### src/rtl/mpsoc_mpi_pkg.sv
// Shared MPI flit encoding and arbiter FSM states.
package mpsoc_mpi_pkg;

    localparam int unsigned FLIT_TYPE_W = 2;

    localparam logic [FLIT_TYPE_W-1:0] PAYLOAD = 2'b00;
    localparam logic [FLIT_TYPE_W-1:0] HEADER  = 2'b01;
    localparam logic [FLIT_TYPE_W-1:0] LAST    = 2'b10;
    localparam logic [FLIT_TYPE_W-1:0] SINGLE  = 2'b11;

    typedef enum logic {
        IDLE   = 1'b0,
        LOCKED = 1'b1
    } arb_state_t;

    // A flit of this type closes the packet currently holding the link.
    function automatic logic flit_is_tail(input logic [FLIT_TYPE_W-1:0] ftype);
        return (ftype == LAST) || (ftype == SINGLE);
    endfunction

endpackage

### src/rtl/mpsoc_mpi_rr_arb.sv
// Combinational round-robin picker: first requester at or after ptr, circularly.
module mpsoc_mpi_rr_arb #(
    parameter int unsigned INPUTS    = 2,
    parameter int unsigned IDX_WIDTH = $clog2(INPUTS)
) (
    input  logic [INPUTS-1:0]    req,
    input  logic [IDX_WIDTH-1:0] ptr,
    output logic [IDX_WIDTH-1:0] gnt_idx,
    output logic                 gnt_any
);

    localparam int N = int'(INPUTS);

    logic [2*INPUTS-1:0] req2;

    assign req2 = {req, req};

    // Scan the doubled vector downward from ptr+N-1 so the lowest offset wins.
    always_comb begin
        int pos;
        pos     = 0;
        gnt_idx = '0;
        gnt_any = 1'b0;
        for (int k = N - 1; k >= 0; k--) begin
            pos = int'(ptr) + k;
            if (req2[pos]) begin
                gnt_any = 1'b1;
                gnt_idx = IDX_WIDTH'(pos % N);
            end
        end
    end

endmodule

### src/rtl/mpsoc_mpi_noc_arb.sv
// Packet-level round-robin arbiter sharing one NoC link among MPI endpoints.
module mpsoc_mpi_noc_arb
    import mpsoc_mpi_pkg::*;
#(
    parameter int unsigned NoC_DATA_WIDTH = 32,
    parameter int unsigned NoC_TYPE_WIDTH = 2,
    parameter int unsigned NoC_FLIT_WIDTH = NoC_DATA_WIDTH + NoC_TYPE_WIDTH,
    parameter int unsigned INPUTS         = 2,
    parameter int unsigned IDX_WIDTH      = $clog2(INPUTS)
) (
    input  logic                             clk,
    input  logic                             rst,
    input  logic [INPUTS*NoC_FLIT_WIDTH-1:0] in_flit,
    input  logic [INPUTS-1:0]                in_valid,
    output logic [INPUTS-1:0]                in_ready,
    output logic [NoC_FLIT_WIDTH-1:0]        out_flit,
    output logic                             out_valid,
    input  logic                             out_ready,
    output logic [INPUTS-1:0]                grant
);

    arb_state_t state, state_next;
    logic [IDX_WIDTH-1:0] owner, owner_next;
    logic [IDX_WIDTH-1:0] rr_ptr, rr_ptr_next;

    logic [IDX_WIDTH-1:0]      pick_idx;
    logic                      pick_any;
    logic [NoC_FLIT_WIDTH-1:0] own_flit;
    logic                      own_valid;
    logic [INPUTS-1:0]         own_onehot;
    logic [NoC_TYPE_WIDTH-1:0] own_type;

    mpsoc_mpi_rr_arb #(
        .INPUTS    (INPUTS),
        .IDX_WIDTH (IDX_WIDTH)
    ) u_rr_arb (
        .req     (in_valid),
        .ptr     (rr_ptr),
        .gnt_idx (pick_idx),
        .gnt_any (pick_any)
    );

    // Select the current owner's stream without variable part-selects.
    always_comb begin
        own_flit   = '0;
        own_valid  = 1'b0;
        own_onehot = '0;
        for (int i = 0; i < int'(INPUTS); i++) begin
            if (owner == IDX_WIDTH'(i)) begin
                own_flit      = in_flit[i*NoC_FLIT_WIDTH +: NoC_FLIT_WIDTH];
                own_valid     = in_valid[i];
                own_onehot[i] = 1'b1;
            end
        end
    end

    assign own_type = own_flit[NoC_FLIT_WIDTH-1 -: NoC_TYPE_WIDTH];

    // State, owner and round-robin pointer registers.
    always_ff @(posedge clk) begin
        if (rst) begin
            state  <= IDLE;
            owner  <= '0;
            rr_ptr <= '0;
        end else begin
            state  <= state_next;
            owner  <= owner_next;
            rr_ptr <= rr_ptr_next;
        end
    end

    // Arbitrate in IDLE; in LOCKED pass the owner's stream through until its tail flit.
    always_comb begin
        state_next  = state;
        owner_next  = owner;
        rr_ptr_next = rr_ptr;
        out_flit    = '0;
        out_valid   = 1'b0;
        in_ready    = '0;
        grant       = '0;
        case (state)
            IDLE: begin
                if (pick_any) begin
                    owner_next = pick_idx;
                    state_next = LOCKED;
                end
            end
            LOCKED: begin
                grant     = own_onehot;
                out_flit  = own_flit;
                out_valid = own_valid;
                in_ready  = own_onehot & {INPUTS{out_ready}};
                if (own_valid && out_ready &&
                    flit_is_tail(FLIT_TYPE_W'(own_type))) begin
                    state_next  = IDLE;
                    rr_ptr_next = (owner == IDX_WIDTH'(INPUTS - 1)) ?
                                  '0 : owner + IDX_WIDTH'(1);
                end
            end
            default: state_next = IDLE;
        endcase
    end

endmodule

### config.mk
export PLATFORM = sky130hd
export DESIGN_NAME = mpsoc_mpi_noc_arb
export DESIGN_NICKNAME = d
export VERILOG_FILES = /design/src/rtl/mpsoc_mpi_pkg.sv /design/src/rtl/mpsoc_mpi_rr_arb.sv /design/src/rtl/mpsoc_mpi_noc_arb.sv
export SDC_FILE = /design/constraint.sdc
export NUM_CORES = 1
export LEC_CHECK = 0
export CAP_MARGIN = 5
export CORE_MARGIN = 8
export CORE_UTILIZATION = 40
export DETAILED_ROUTE_END_ITERATION = 7
export DONT_BUFFER_PORTS = 1
export GPL_TIMING_DRIVEN = 0
export PLACE_DENSITY = 0.63
export SLEW_MARGIN = 15
export SYNTH_ARGS = -nofsm -noshare
export SYNTH_HDL_FRONTEND = slang
export SYNTH_SLANG_ARGS = --single-unit
### constraint.sdc
create_clock -name clk -period 1.2 [get_ports clk]
set_clock_uncertainty 0.05 [all_clocks]
set_input_delay 0.12 -clock clk [delete_from_list [all_inputs] [get_ports clk]]
set_output_delay 0.12 -clock clk [all_outputs]
set_load 0.02 [all_outputs]
# After elaboration in Yosys (flattened, before gate mapping)

Index checks and enable logic that the tools add are counted.

Bits in registers: 3
Bits of input ports: 73
Output and inout port bits: 39
Logic and storage cells: 37

Add/subtract/negate cells: 2
Magnitude comparators: 2
Equal/unequal tests: 2
Multiplexer cells: 21
Bitwise gates (word level): 2
Reductions and logical operators: 5

Operators with widths:

| cell                                                                  | number |
|---|---|
| 34-bit two-way mux                                                    | 2 |
| 32-bit by 4-bit < comparator with 1-bit output, second input constant | 1 |
| 1-bit two-way mux                                                     | 15 |
| 2-bit == test, second input constant                                  | 2 |
| 2-bit two-way mux                                                     | 2 |
| 2-bit AND reduction                                                   | 2 |
| 1-bit by 3-bit < comparator with 1-bit output, second input constant  | 1 |
| 1-bit by 1-bit adder with 2-bit output, second input constant         | 1 |
| 2-bit AND                                                             | 1 |
| 1-bit binary-select mux with 2-bit select                             | 1 |
| 1-bit logical AND                                                     | 2 |
| 1-bit case mux with 2 select lines                                    | 1 |
| 1-bit adder, second input constant                                    | 1 |
| 1-bit logical OR                                                      | 1 |
| 1-bit inverter                                                        | 1 |

# Longest topological paths before layout

Gate-level depths: netlist of run 1.

Depth in word-level cells: 8
Depth in mapped cells: 5
Mapped depth without buffers: 3

# Modules after synthesis

From an unflattened synthesis of run 1, not the netlist that was laid out.

Cell total of the unflattened synthesis: 99
Area total of the unflattened synthesis: 795.8 um^2

Modules (own cells, without submodules):

| module            | times used | cells an instance | area an instance (um^2) | sequential area each (um^2) |
|---|---|---|---|---|
| mpsoc_mpi_noc_arb | 1          | 96                | 778.2                   | 60.1 |
| mpsoc_mpi_rr_arb  | 1          | 3                 | 17.5                    | 0.0 |

# Least setup slack after synthesis of run 1

Ideal clock, no wire load.

Path kind: register -> output
Start point: register owner
End point: output out_flit[10]
Arrival: 1.079 ns
Required time: 1.030 ns
Setup slack: -0.049 ns
Stages on the path, launching flop included: 6
Buffers on the path: 3
Cell sequence: dfxtp_1 > buf_6 > buf_12 > buf_12 > mux2i_1 > nor2_1

Cells in the longest elaborated chain, start to end: 2

RTL lines:

| what                     | RTL line                | source |
|---|---|---|
| start: declaration       | mpsoc_mpi_noc_arb.sv:23 | `logic [IDX_WIDTH-1:0] owner, owner_next;` |
| start signal: assignment | mpsoc_mpi_noc_arb.sv:67 | `owner <= owner_next;` |
| 34-bit two-way mux       | mpsoc_mpi_noc_arb.sv:49 | `if (owner == IDX_WIDTH'(i)) begin` |
| 34-bit two-way mux       | mpsoc_mpi_noc_arb.sv:81 | `case (state)` |
| end: declaration         | mpsoc_mpi_noc_arb.sv:16 | `output logic [NoC_FLIT_WIDTH-1:0] out_flit,` |

No other way between the ends.

# Final worst setup path of run 1

Start point: register owner
End point: output out_flit[20]

Same word-level chain as after synthesis.

==> flow_summary_export.csv, run 1 <==
group,metric,value,unit
timing,rsz0062_at_grt,"yes",
yosys,synth_fa_ha_area_frac,0,
cells_and_area,diodes,0,
clock_tree,cts_tree,"yes",
status,violations,"setup timing",
timing,tightestPinTransition,289.7,ps
power,seqPwrFrac,0.107,
cells_and_area,final_nets,186,
timing,setup_ws,-268.1,ps
timing,setup_tns,-8579,ps
power,p_leak,0.4585,nW
min_path,min_from,"in_valid[1]",
drt,vias_per_cell,6.453,
setup_path,critPathRequiredTime,1030,ps
floorplanning,die_h,58.38,um
global_routing,antenna_found_initial,0,
yosys,synth_compound_area_frac,0.04704,
setup_path,crit_start,"owner",
drt,vias,884,
floorplanning,io_pins,112,
global_routing,grt_pass1_vias,877,
yosys,muxShareOfSynthArea,0.4878,
setup_path,cp.arrival,1300,ps
power,power.switching,0.0005216,W
min_path,holdCritPathClass,"input pin to flip-flop",
cells_and_area,final_cells,137,
timing,drv_slew,0,
power,p_int,0.0005841,W
drt,wl_per_cell,36.35,um
floorplanning,core_area,0.001708,sq mm
floorplanning,die_x,58.38,um
cells_and_area,layout_commonest_cell,"nor2_4",
floorplanning,rows,15,
drt,drc_errors,0,
yosys,synth-xor-area-share,0,
clock_tree,clk_transition_reported_paths,40,ps
timing,hold_viol_final,0,
power,finalPower,0.001106,W
global_routing,grt_pass1_wl,5.064,mm
clock_tree,cts_buffers,3,
floorplanning,die_area,0.003408,sq mm
yosys,ys_ff_latch,3,
yosys,synth_nets,170,
placed_design,dp_cells,122,
yosys,netlist_area,718.2,sq um
yosys,yosysSeqAreaShare,0.08362,
floorplanning,initial_utilization,0.4205,
cells_and_area,drive_above_1_share,0.8393,
yosys,yosysWarnings,0,
timing,timing.slew.headroom,0.8014,
power,power-per-cell-area,683.4,mW/mm^2
placed_design,portBuffers,0,
status,status,"finished, violations left",
clock_tree,cts-root-buf,"clkbuf_4",
job,maxCapViolations,0,
placed_design,placed_cell_area,774.5,sq um
setup_path,critPathKind,"flip-flop to output port",
yosys,synthCells,97,
setup_path,end_kind,"output port",
yosys,synth_top_family_by_area,"multiplexers",
setup_path,r2r_start,"owner",
placed_design,hpwl,2.211,mm
drt,drtPass1Iterations,5,
drt,drt_iter0_drc,31,
yosys,synth_area_leaders,"mux2i_1, nor2_1, dfxtp_1, buf_12, nor3_2",
yosys,synth_top_area_cell,"mux2i_1",
timing,period_share,1.223,
cells_and_area,final_cell_mix,"nor2_4, mux2i_4, mux2i_2",
yosys,synth.distinct_cells,20,
setup_path,setup.worst_path.start_class,"flip-flop",
cells_and_area,area_growth_syn_to_layout,125.3,%
drt,ant_nets,0,
power,irDropWorstVdd,0.0006671,V
power,pwr-share-clk,0.174,
global_routing,grt_max_degree,11,
power,p_sw_frac,0.4717,
clock_tree,htree_levels,1,
clock_tree,clock_latency,250,ps
cells_and_area,fin_area,0.001618,sq mm
placed_design,place_congestion,0.7141,
global_routing,grt_overflow,0,
drt,finalWirelength,4.980,mm
clock_tree,cts.sinks,3,
timing,period_minus_slack,1468,ps
timing,setup_viol,41,
power,combPwrFrac,0.719,
global_routing,track_usage,0.1939,
yosys,yosys.area.top_type_share,0.4878,
yosys,synthSimpleGateAreaFrac,0.2596,
clock_tree,cts_buffer_depth,2,
yosys,syn_avg_cell_area,7.404,sq um
timing,max_freq,681.2,MHz
setup_path,path_max_fanout,5,
## kinds of logic (layout without fill, tap and decap cells)
family | count (synthesis) | count (layout)
DFF | 3 | 3
AOI/OAI and AO/OA | 5 | 5
buffers and inverters | 10 | 25
and+or+nand+nor | 44 | 44
muxes | 35 | 35
## per-layer routing
layer,global-route usage,share of wire,vias to the layer above
met5,0,0,-
met4,0.09790,0.052,0
met3,0.08043,0.085,23
met2,0.3685,0.57,83
met1,0.1684,0.30,414
li1,-,-,364
## sequential cells by signal, indices dropped and copies added (netlist names)
register,flops
state,1
owner,1
rr_ptr,1
## worst max-delay path, stage by stage (launching register included)
cell	delay [ps]
dfxtp_4	390
buf_12	140
buf_12	130
mux2i_1	260
nor2_2	120
## cell type report
type                            count  area [sq um]
Inverter                            2         10.01
Timing Repair Buffer               12         198.9
Fill cell                          45         90.09
Buffer                              7         113.9
Multi-Input combinational cell     84          1170
Sequential cell                     3         67.56
Tap cell                           25         31.28
Clock buffer                        4         26.28
## power by group through the flow
stage	Clock (W)	Combinational, W	Sequential [W]
2_1_floorplan	0	0.000346	0.000112
3_3_place_gp	0	0.000377	0.000114
3_5_place_dp	0	0.000383	0.000114
4_1_cts	0.000189	0.000654	0.000115
5_1_grt	0.000200	0.000816	0.000118
6_report	0.000192	0.000795	0.000119
## cells in the mapped netlist (all sizes together)
| library cell | n |
|---|---|
| o211ai | 1 |
| nand2 | 1 |
| inv | 2 |
| mux2i | 35 |
| a41oi | 1 |
| nor3 | 3 |
| and3 | 1 |
| o21a | 1 |
| o21ai | 1 |
| buf | 8 |
| dfxtp | 3 |
| nor2 | 37 |
| a21oi | 1 |
| and2 | 2 |
## path summary, 6_finish.rpt
path	cells after the start	endpoint	slack (ps)
worst min-delay path	2	rr_ptr	80
worst max-delay path	4	out_flit[20]	-270
worst max register to register	5	rr_ptr	-140
worst min register to register	1	rr_ptr	470
## repair_timing
| item | 4_1_cts | 5_1_grt |
|---|---|---|
| resized for setup | 115 | 31 |
| hold buffers | 3 | 0 |
| endpoints found under the hold margin | 3 | 0 |
| cloned | 2 | 1 |
| endpoints found under the setup margin | 39 | 41 |
| pin swaps | 4 | 8 |
| setup buffers | 3 | 3 |
## stage by stage
stage	hold slack [ps]	worst slack [ps]	utilization
2_1_floorplan	139.1	-28.77	-
3_3_place_gp	141.7	-185.9	0.4535
3_5_place_dp	142.0	-203.2	0.4535
4_1_cts	62.62	-208.0	0.8000
5_1_grt	96.49	-276.0	0.9473
6_report	83.48	-268.1	0.9473
Note: power is estimated with default switching activity, not from simulation.
==> run 2, diff against run 1 <==
Clock period 1.2 ns to 1.6 ns, I/O delays scaled along.
==> flow_summary_export.csv, run 2 (synthesis results as in run 1) <==
group,metric,value,unit
floorplanning,core_area,0.001708,sq mm
status,status,"completed",
power,power-per-cell-area,618.3,mW/mm^2
cells_and_area,fin_area,877.1,sq um
cells_and_area,layout_commonest_cell,"mux2i_1",
setup_path,critPathKind,"flip-flop to output port",
global_routing,grt_max_degree,11,
global_routing,antenna_found_initial,0,
global_routing,grt_pass1_vias,811,
floorplanning,rows,15,
placed_design,placed_cell_area,749.5,sq um
setup_path,setup.worst_path.start_class,"flip-flop",
setup_path,cpMaxStageDelayCell,"nor2_1",
timing,setup_tns,0,ps
cells_and_area,drive_above_1_share,0.2941,
floorplanning,initial_utilization,0.4205,
setup_path,cp.arrival,1370,ps
floorplanning,io_pins,112,
floorplanning,die_h,58.38,um
timing,hold_viol_final,0,
cells_and_area,diodes,0,
floorplanning,die_area,0.003408,sq mm
clock_tree,post_cts_buffers,0,
setup_path,path_max_fanout,10,
timing,period_minus_slack,1584,ps
setup_path,cp_cell_sequence,"buf_6 -> buf_12 -> buf_12 -> mux2i_1 -> nor2_1",
setup_path,end_kind,"output port",
timing,tightestPinTransition,487.3,ps
global_routing,grt_pass1_wl,3.967,mm
cells_and_area,area_growth_syn_to_layout,22.13,%
cells_and_area,nFillCells,166,
drt,wl_per_cell,22.64,um
clock_tree,cts.sinks,3,
timing,rsz0062_at_grt,"yes",
cells_and_area,final_nets,176,
clock_tree,htree_levels,1,
timing,timing.slew.headroom,0.6751,
placed_design,portBuffers,0,
floorplanning,die_x,58.38,um
drt,drt_iter0_drc,21,
clock_tree,cts_buffer_depth,2,
drt,finalWirelength,2.875,mm
global_routing,track_usage,0.1431,
setup_path,critPathRequiredTime,1390,ps
drt,ant_nets,0,
drt,vias,759,
timing,period_share,0.9900,
clock_tree,clk_transition_reported_paths,40,ps
global_routing,grt_overflow,0,
min_path,holdCritPathClass,"input pin to flip-flop",
drt,drc_errors,0,
setup_path,critPathMaxStageDelay,310,ps
clock_tree,cts_tree,"yes",
drt,drtPass1Iterations,4,
cells_and_area,reg_top3,"owner: 1 flops, rr_ptr: 1 flops, state: 1 flops",
timing,max_freq,631.3,MHz
clock_tree,cts-root-buf,"clkbuf_4",
clock_tree,clock_latency,240,ps
timing,setup_viol,0,
power,irDropWorstVdd,0.0005533,V
cells_and_area,final_cell_mix,"mux2i_1, nor2_1, nor2_4",
placed_design,place_congestion,0.6757,
placed_design,hpwl,2.345,mm
clock_tree,cts_buffers,3,
drt,vias_per_cell,5.976,
setup_path,cp_common_cell,"buf_12",
job,maxCapViolations,0,
timing,drv_slew,0,
power,p_leak,0.2881,nW
-- run 2: cell count changes in the layout (fill, tap and decap cells not counted), moves of 3 or more --
cell	change
nor2_2	+4
buf_6	-5
nor2_4	-25
nor2_1	+21
buf_12	-4
buf_2	+3
mux2i_2	-8
mux2i_4	-23
mux2i_1	+31
-- run 2: repair_timing --
item | in CTS | in global routing
hold endpoints to repair | 2 | 0
hold buffers | 1 | 0
setup endpoints to repair | 13 | 26
gates resized for setup | 5 | 23
-- run 2: worst max-delay path: cells and delay by family, from the launching register on --
family	cells	cell delay, ps
buffers and inverters	3	410
flip-flops	1	300
AND/OR/NAND/NOR	1	310
multiplexers	1	110
-- run 2: stage by stage --
stage                     total power, W  worst slack, ps    util  hold slack (ps)  instances
after floorplan                0.0003335            311.0       -            179.1         97
after global placement         0.0003605            244.7  0.4388            181.4        122
after detailed placement       0.0003645            188.6  0.4388            182.2        122
after CTS                      0.0005156           -70.93  0.4674            24.76        127
after global routing           0.0005727           -66.30  0.5136            36.37        127
final                          0.0005423            15.98  0.5136            29.01        127
-- run 2: path summary, 6_finish.rpt --
check | start | end | slack, ps | cells after the start
max | owner | out_flit[12] | 20 | 5
min | in_valid[0] | state | 30 | 2
max reg2reg | owner | rr_ptr | 470 | 4
min reg2reg | rr_ptr | rr_ptr | 410 | 1
-- run 2: routing by layer --
metal	up-vias	wire, um	global-route usage
met5	-	0	0
li1	339	-	-
met3	2	488	0.1022
met4	0	1	0.02098
met1	336	927	0.1342
met2	82	1457	0.2520
-- run 2: report_power, final --
group,internal [W],switching [W]
sequential,0.0000797,0.00000429
clock,0.0000938,0.0000443
combinational,0.000101,0.000219
-- run 2: area by class of cell --
class                   instances  area, sq um  area share
well taps                      25        31.28     0.03566
clock buffers                   4        26.28     0.02996
inverters                       2        7.507    0.008559
plain buffers                   8        81.33     0.09272
flip-flops and latches          3        60.06     0.06847
repair buffers                  1        10.01     0.01141
multi-input cells              84        660.6      0.7532
